`src/rtl/load_store_unit.sv`:
```
`default_nettype none
// ============================================================================
// Module      : load_store_unit
// Description : Memory-stage load/store unit for an RV32I pipeline. It turns
//               byte, halfword and word accesses into word-only accesses on
//               a single data-memory port.
//               - Loads: byte or halfword lane selection, then sign or zero
//                 extension, all in the same cycle.
//               - sw: written in a single cycle.
//               - sb/sh: two-cycle read-modify-write that stalls upstream
//                 for the read cycle.
//               - Misaligned or unsupported accesses do nothing and set a
//                 sticky error flag.
// Ports       : clk, rst          - clock, synchronous active-high reset
//               MemRead/MemWrite  - load / store request from EX/MEM
//               funct3            - access type (size and signedness)
//               ALUresult         - byte address
//               StoreData         - rs2 value to store
//               dm_MemRead/Write  - data-memory enables (never both high)
//               dm_Addr           - word-aligned data-memory address
//               dm_WriteData      - word written to data memory
//               dm_ReadData       - combinational read word from data memory
//               LoadData          - extended load result to MEM/WB
//               Stall             - hold EX/MEM and earlier stages
//               MisalignedErr     - sticky misaligned/unsupported flag
// Revision    : 1.0 - initial release
// ============================================================================
module load_store_unit (
    input  logic        clk,
    input  logic        rst,
    input  logic        MemRead,
    input  logic        MemWrite,
    input  logic [2:0]  funct3,
    input  logic [31:0] ALUresult,
    input  logic [31:0] StoreData,
    output logic        dm_MemRead,
    output logic        dm_MemWrite,
    output logic [31:0] dm_Addr,
    output logic [31:0] dm_WriteData,
    input  logic [31:0] dm_ReadData,
    output logic [31:0] LoadData,
    output logic        Stall,
    output logic        MisalignedErr
);

    localparam logic [2:0] c_f3_b  = 3'b000;
    localparam logic [2:0] c_f3_h  = 3'b001;
    localparam logic [2:0] c_f3_w  = 3'b010;
    localparam logic [2:0] c_f3_bu = 3'b100;
    localparam logic [2:0] c_f3_hu = 3'b101;

    typedef enum logic [0:0] {
        IDLE      = 1'b0,
        RMW_WRITE = 1'b1
    } state_t;

    state_t      state_q, state_d;
    logic [31:0] old_word_q;
    logic [29:0] addr_q;        // word address of the pending RMW
    logic [1:0]  lane_q;        // byte offset of the pending RMW
    logic        half_q;        // 1: halfword store, 0: byte store
    logic [15:0] store_q;
    logic        err_q;

    logic [1:0]  w_off;
    logic        w_load_bad;
    logic        w_store_bad;
    logic        w_err_set;
    logic        w_rmw_start;
    logic [7:0]  w_byte;
    logic [15:0] w_half;
    logic [31:0] w_merged;

    assign w_off = ALUresult[1:0];

    // Access legality: unsupported encodings and natural-alignment violations.
    always_comb begin
        w_load_bad = 1'b0;
        case (funct3)
            c_f3_b, c_f3_bu: w_load_bad = 1'b0;
            c_f3_h, c_f3_hu: w_load_bad = w_off[0];
            c_f3_w:          w_load_bad = (w_off != 2'b00);
            default:         w_load_bad = 1'b1;
        endcase
        w_store_bad = 1'b0;
        case (funct3)
            c_f3_b:  w_store_bad = 1'b0;
            c_f3_h:  w_store_bad = w_off[0];
            c_f3_w:  w_store_bad = (w_off != 2'b00);
            default: w_store_bad = 1'b1;
        endcase
    end

    // Lane selection from the read word for loads.
    always_comb begin
        w_byte = dm_ReadData[7:0];
        case (w_off)
            2'd0:    w_byte = dm_ReadData[7:0];
            2'd1:    w_byte = dm_ReadData[15:8];
            2'd2:    w_byte = dm_ReadData[23:16];
            default: w_byte = dm_ReadData[31:24];
        endcase
        w_half = w_off[1] ? dm_ReadData[31:16] : dm_ReadData[15:0];
    end

    // Old word with the latched lane replaced; used only in RMW_WRITE.
    always_comb begin
        w_merged = old_word_q;
        if (half_q) begin
            w_merged[{lane_q[1], 4'b0000} +: 16] = store_q;
        end else begin
            w_merged[{lane_q, 3'b000} +: 8] = store_q[7:0];
        end
    end

    // Next-state and combinational port logic. Everything is gated by rst so
    // that no memory enable can fire while reset is held.
    always_comb begin
        state_d      = state_q;
        dm_MemRead   = 1'b0;
        dm_MemWrite  = 1'b0;
        dm_Addr      = {ALUresult[31:2], 2'b00};
        dm_WriteData = StoreData;
        LoadData     = 32'h0;
        Stall        = 1'b0;
        w_err_set    = 1'b0;
        w_rmw_start  = 1'b0;
        if (!rst) begin
            case (state_q)
                IDLE: begin
                    if (MemRead) begin
                        if (w_load_bad) begin
                            w_err_set = 1'b1;
                        end else begin
                            dm_MemRead = 1'b1;
                            case (funct3)
                                c_f3_b:  LoadData = {{24{w_byte[7]}}, w_byte};
                                c_f3_bu: LoadData = {24'h0, w_byte};
                                c_f3_h:  LoadData = {{16{w_half[15]}}, w_half};
                                c_f3_hu: LoadData = {16'h0, w_half};
                                default: LoadData = dm_ReadData;
                            endcase
                        end
                    end else if (MemWrite) begin
                        if (w_store_bad) begin
                            w_err_set = 1'b1;
                        end else if (funct3 == c_f3_w) begin
                            dm_MemWrite = 1'b1;
                        end else begin
                            // Sub-word store: read the old word this cycle.
                            dm_MemRead  = 1'b1;
                            Stall       = 1'b1;
                            w_rmw_start = 1'b1;
                            state_d     = RMW_WRITE;
                        end
                    end
                end
                RMW_WRITE: begin
                    // Current request inputs are the held instruction; ignore.
                    dm_MemWrite  = 1'b1;
                    dm_Addr      = {addr_q, 2'b00};
                    dm_WriteData = w_merged;
                    state_d      = IDLE;
                end
                default: state_d = IDLE;
            endcase
        end
    end

    always_ff @(posedge clk) begin
        if (rst) begin
            state_q    <= IDLE;
            old_word_q <= 32'h0;
            addr_q     <= 30'h0;
            lane_q     <= 2'b00;
            half_q     <= 1'b0;
            store_q    <= 16'h0;
            err_q      <= 1'b0;
        end else begin
            state_q <= state_d;
            if (w_err_set) begin
                err_q <= 1'b1;
            end
            if (w_rmw_start) begin
                old_word_q <= dm_ReadData;
                addr_q     <= ALUresult[31:2];
                lane_q     <= w_off;
                half_q     <= (funct3 == c_f3_h);
                store_q    <= StoreData[15:0];
            end
        end
    end

    assign MisalignedErr = err_q;

endmodule
`default_nettype wire

```
`config.mk`:
```
export PLATFORM = sky130hd
export DESIGN_NAME = load_store_unit
export DESIGN_NICKNAME = d
export VERILOG_FILES = /design/src/rtl/load_store_unit.sv
export SDC_FILE = /design/constraint.sdc
export NUM_CORES = 1
export LEC_CHECK = 0
export BUFFER_PORTS_ARGS = -buffer_cell sky130_fd_sc_hd__clkbuf_2
export CAP_MARGIN = 30
export CELL_PAD_IN_SITES_DETAIL_PLACEMENT = 0
export CELL_PAD_IN_SITES_GLOBAL_PLACEMENT = 1
export CORE_MARGIN = 3
export CORE_UTILIZATION = 39
export CTS_BUF_LIST = sky130_fd_sc_hd__clkbuf_8
export DETAILED_ROUTE_END_ITERATION = 10
export HOLD_SLACK_MARGIN = 0.05
export PLACE_DENSITY = 0.95
export SETUP_SLACK_MARGIN = 0.5
export SYNTH_ARGS = -nofsm -noshare
export SYNTH_HDL_FRONTEND = slang
export SYNTH_SLANG_ARGS = --single-unit
```
`constraint.sdc`:
```
create_clock -name clk -period 4.4 [get_ports clk]
set_input_delay 0.88 -clock clk [delete_from_list [all_inputs] [get_ports clk]]
set_output_delay 0.88 -clock clk [all_outputs]
set_load 0.05 [all_outputs]
```
**After elaboration in Yosys (flattened, before gate mapping)**

Cells that the tools add are included.

- Bitwise gates (word level): 1
- Multiplexer cells: 39
- $add $sub $neg: 2
- Reduce and logical (&&, ||, !) cells: 5
- Eq/ne operators: 6
- Shift operators: 4

Operator list:

| kind | count |
|---|---|
| two-way mux 32 bit | 9 |
| case mux 32 bit (4 select lines) | 1 |
| bitwise mux 32 bit | 2 |
| variable shift 16 x 7 -> 32 bit, first input constant | 1 |
| variable shift 8 x 7 -> 32 bit, first input constant | 1 |
| indexed part select 16 x 7 -> 32 bit | 1 |
| indexed part select 8 x 7 -> 32 bit | 1 |
| case mux 8 bit (3 select lines) | 1 |
| two-way mux 1 bit | 21 |
| two-way mux 16 bit | 1 |
| negation 5 -> 7 bit | 2 |
| == test 3 bit, second input constant | 2 |
| case mux 1 bit (3 select lines) | 2 |
| case mux 1 bit (2 select lines) | 2 |
| OR reduction 2 bit | 2 |
| == test 3 x 1 -> 1 bit, second input constant | 1 |
| == test 3 x 2 -> 1 bit, second input constant | 1 |
| logical NOT 3 bit | 1 |
| == test 2 x 1 -> 1 bit, second input constant | 1 |
| == test 2 bit, second input constant | 1 |
| logical NOT 2 bit | 1 |
| nonzero test 2 bit | 1 |
| NOT 1 bit | 1 |

- Word-level logic and storage cells: 64
- Input port bits: 103
- Register bits after elaboration: 83

**Depth between registers and ports, before layout**

- Depth in word-level cells: 7
- Gate-level depth with buffers: 8
- Mapped depth without buffers: 5

**Worst setup path after synthesis**

No wires, ideal clock.

- Path kind: input -> output
- Start point: input port ALUresult[1]
- End point: output port LoadData[7]
- Arrival: 2.954 ns
- Setup slack: 0.566 ns
- Stages on the path: 5
- Data required time: 3.520 ns
- Path through: buf_4 > o31ai_1 > nand3_2 > buf_6 > a311oi_1

- Longest elaborated chain between the ends: 7

Ends and longest elaborated chain:

| what | line | source |
|---|---|---|
| start, declared | 34 | `input logic [31:0] ALUresult,` |
| == test 2 bit, or another cell as far along | 97 | `case (w_off)` |
| case mux 8 bit (3 select lines) | 97 |  |
| case mux 32 bit (4 select lines) | 136 | `case (funct3)` |
| two-way mux 32 bit * | 132 | `if (w_load_bad) begin` |
| two-way mux 32 bit * | 131 | `if (MemRead) begin` |
| two-way mux 32 bit * | 129 | `case (state_q)` |
| two-way mux 32 bit * | 128 | `if (!rst) begin` |
| end, declared | 41 | `output logic [31:0] LoadData,` |

Mark *: on every way between the ends. The rest lies on a longest branch, timed or not.

**Worst setup path in the final report**

- Start point: input port ALUresult[1]
- End point: output port LoadData[18]

The elaborated chain is that of the path after synthesis.

==> qor.yml <==
outcome:
  status: "finished, final reports clean"
logic_synthesis:
  ys_warn_count: 0
  synth_edf_count: 0
  synthCells: 793
  syn_area_per_cell_sq_um: 7.27
  synth-seq-cells: 83
  yosysSeqAreaShare: 0.288
  ys_types: 50
  synthTopCellsByArea: "dfxtp_1 29%, a21oi_1 11%, nand2_1 7.6%"
  synth_top_area_cell: "dfxtp_1"
  synth_top_cell_area_share: 0.288
  ys.flop_type: "dfxtp_1"
  synth-async-reset-ratio: 0
  syn_area_sq_um: 5760
worst_setup_path:
  arrival_ns: 2.87
  slowest_delay_ns: 0.58
  crit_top_cell: "clkbuf_2"
  path_max_fanout: 17
  path_cells: "clkbuf_2 -> buf_4 -> mux2_2 -> a21oi_2 -> a211oi_1 -> clkbuf_2"
  crit_slowest_cell: "a21oi_2"
  r2r_slack_ns: 2.38
  startpoint_type: "input pin"
  required_ns: 3.52
  crit_type: "input pin to output pin"
  crit_path_end_kind: "output pin"
finish:
  mostFrequentLayoutCell: "clkbuf_2"
  layout.area.seq_sq_um: 1660
  final_cell_mix: "199 x clkbuf_2, 131 x a21oi_1, 116 x nand2_1"
  final_nets: 1040
  final_cells: 1116
  multi_input_area_sq_um: 3600
  syn2layout_area_growth_pct: 20.5
  n_fill_cell: 1482
  drive_above_1_share: 0.276
  num_antenna_cells: 0
clock_tree:
  clk_path_buf_depth: 2
  ctsResizeCount: 0
  cts.sinks: 83
  path_clk_slew_ns: 0.08
  cts_tree: "done"
  root_buffer: "clkbuf_8"
  h-tree-depth: 3
  cts-buffers-inserted: 9
  cts_setup_buffers: 0
  worstSkewPairLatency_ns: 0.36
  cts_hold_buf: 0
route:
  routed_wl_microns: 20500
  drt-initial-drc-count: 679
  drtAntennaViolNets: 0
  drt-wirelength-per-cell_microns: 18.4
  vias: 6607
  post-route-drc-count: 0
  viasPerCell: 5.92
  drt-pass1-iter-count: 5
sta:
  period_needed_ns: 3.75
  slew_viol_final: 0
  worst_slew_pin_slew_ns: 0.862
  clock.fmax_ghz: 0.266
  maxSlewHeadroom: 0.425
  rsz0062_at_grt: "no"
  timing.setup.tns_ns: 0
  finalCritPeriodShare: 0.853
  fin_worst_skew_ns: 0.0138
  fin_hold_ws_ns: 0.478
  setup_viol: 0
  final-hold-violation-count: 0
placement:
  io_buffers: 200
  dp_hpwl_microns: 14400
  place_inst: 1101
  gp_congestion: 0.924
floorplan:
  row_count: 43
  die_h_microns: 128
  die_w_microns: 128
  start_util: 0.407
  die_area_sq_um: 16300
  pin_count: 203
  design.core.area_sq_um: 14100
global_route:
  grt_pass1_wl_microns: 31900
  grt_use_total: 0.240
  overflow: 0
  antenna_found_initial: 0
  grt_max_degree: 81
  grt_pass1_vias: 5923
power:
  finalPower_mw: 1.86
  power_frac_clock: 0.335
  switching_share: 0.343
  p_int_mw: 1.22
  cellPowerDensity_nw_per_um2: 268
  p_switching_mw: 0.639
  seqPwrFrac: 0.412
  p_leak_nw: 2.81
  comb_power_share: 0.252
  peakVddDrop_mv: 0.129
job:
  drv_cap: 0
min_path:
  min_path_type: "flip-flop to flip-flop"
[synthesized netlist by cell type (6+ instances only)]
cell,number
a211oi_1,17
a21oi_1,131
a221o_1,25
a221oi_1,8
a22o_1,24
buf_1,9
buf_2,25
buf_6,11
clkbuf_1,45
dfxtp_1,83
inv_1,16
mux2_2,9
mux2i_1,29
nand2_1,116
nand3_1,85
nand4_1,8
nor2_1,7
nor2b_1,6
o211ai_1,8
o21ai_0,28
o21ai_1,58
[layer usage]
metal | vias up | global-route usage | wire length [microns]
li1 | 3180 | - | -
met1 | 3059 | 0.359 | 9240
met2 | 341 | 0.360 | 9030
met3 | 27 | 0.0393 | 1930
met4 | 0 | 0.0599 | 322
met5 | - | 0 | 0
[state kept, by name, summed over array words and instances (netlist names)]
register and flops:
addr_q 30, half_q 1, state_q 1, old_word_q 32, store_q 16, lane_q 2
MisalignedErr 1
[path summary, 6_finish.rpt]
| check | startpoint | to | depth (start not counted) |
|---|---|---|---|
| worst max register to register | state_q | old_word_q[11] | 4 |
| worst max-delay path | ALUresult[1] | LoadData[18] | 6 |
| worst min-delay path | addr_q[17] | addr_q[17] | 2 |
| worst min register to register | addr_q[17] | addr_q[17] | 2 |
[power groups by stage]
stage               Clock [mW]  Combinational [mW]  Sequential, mW
global placement             0               0.466           0.785
global route             0.658               0.502           0.769
detailed placement           0               0.465           0.785
finish                   0.624               0.470           0.768
CTS                      0.628               0.466           0.767
floorplan                    0               0.326           0.786
[worst max-delay path: cells and delay by family]
kind	cells	cell delay, ns
buf+inv	3	0.87
compound gates	2	0.76
mux	1	0.36
[cell families after synthesis]
kind of cell	Yosys count	share of synthesized area
AOI/OAI and AO/OA	316	0.337
adders and majority gates	5	0.0109
buffers and inverters	109	0.0927
DFF	83	0.288
muxes	40	0.0738
other	1	0.000651
and+or+nand+nor	239	0.197
[area by class of cell]
cell class / instances / area share
Inverter: 16 / 0.00865
Clock buffer: 10 / 0.0198
Clock inverter: 5 / 0.0123
Sequential cell: 83 / 0.239
Tap cell: 180 / 0.0324
Multi-Input combinational cell: 602 / 0.518
Timing Repair Buffer: 220 / 0.169
[through the flow]
| step | area (sq um) | utilization | setup slack [ns] |
|---|---|---|---|
| after floorplan | 5770 | - | 0.566 |
| after global placement | 6710 | 0.474 | 0.722 |
| after detailed placement | 6710 | 0.474 | 0.688 |
| after CTS | 6940 | 0.490 | 0.686 |
| after global routing | 6940 | 0.491 | 0.522 |
| final | 6940 | 0.491 | 0.646 |
No activity file was read; power rests on OpenSTA's default activity.
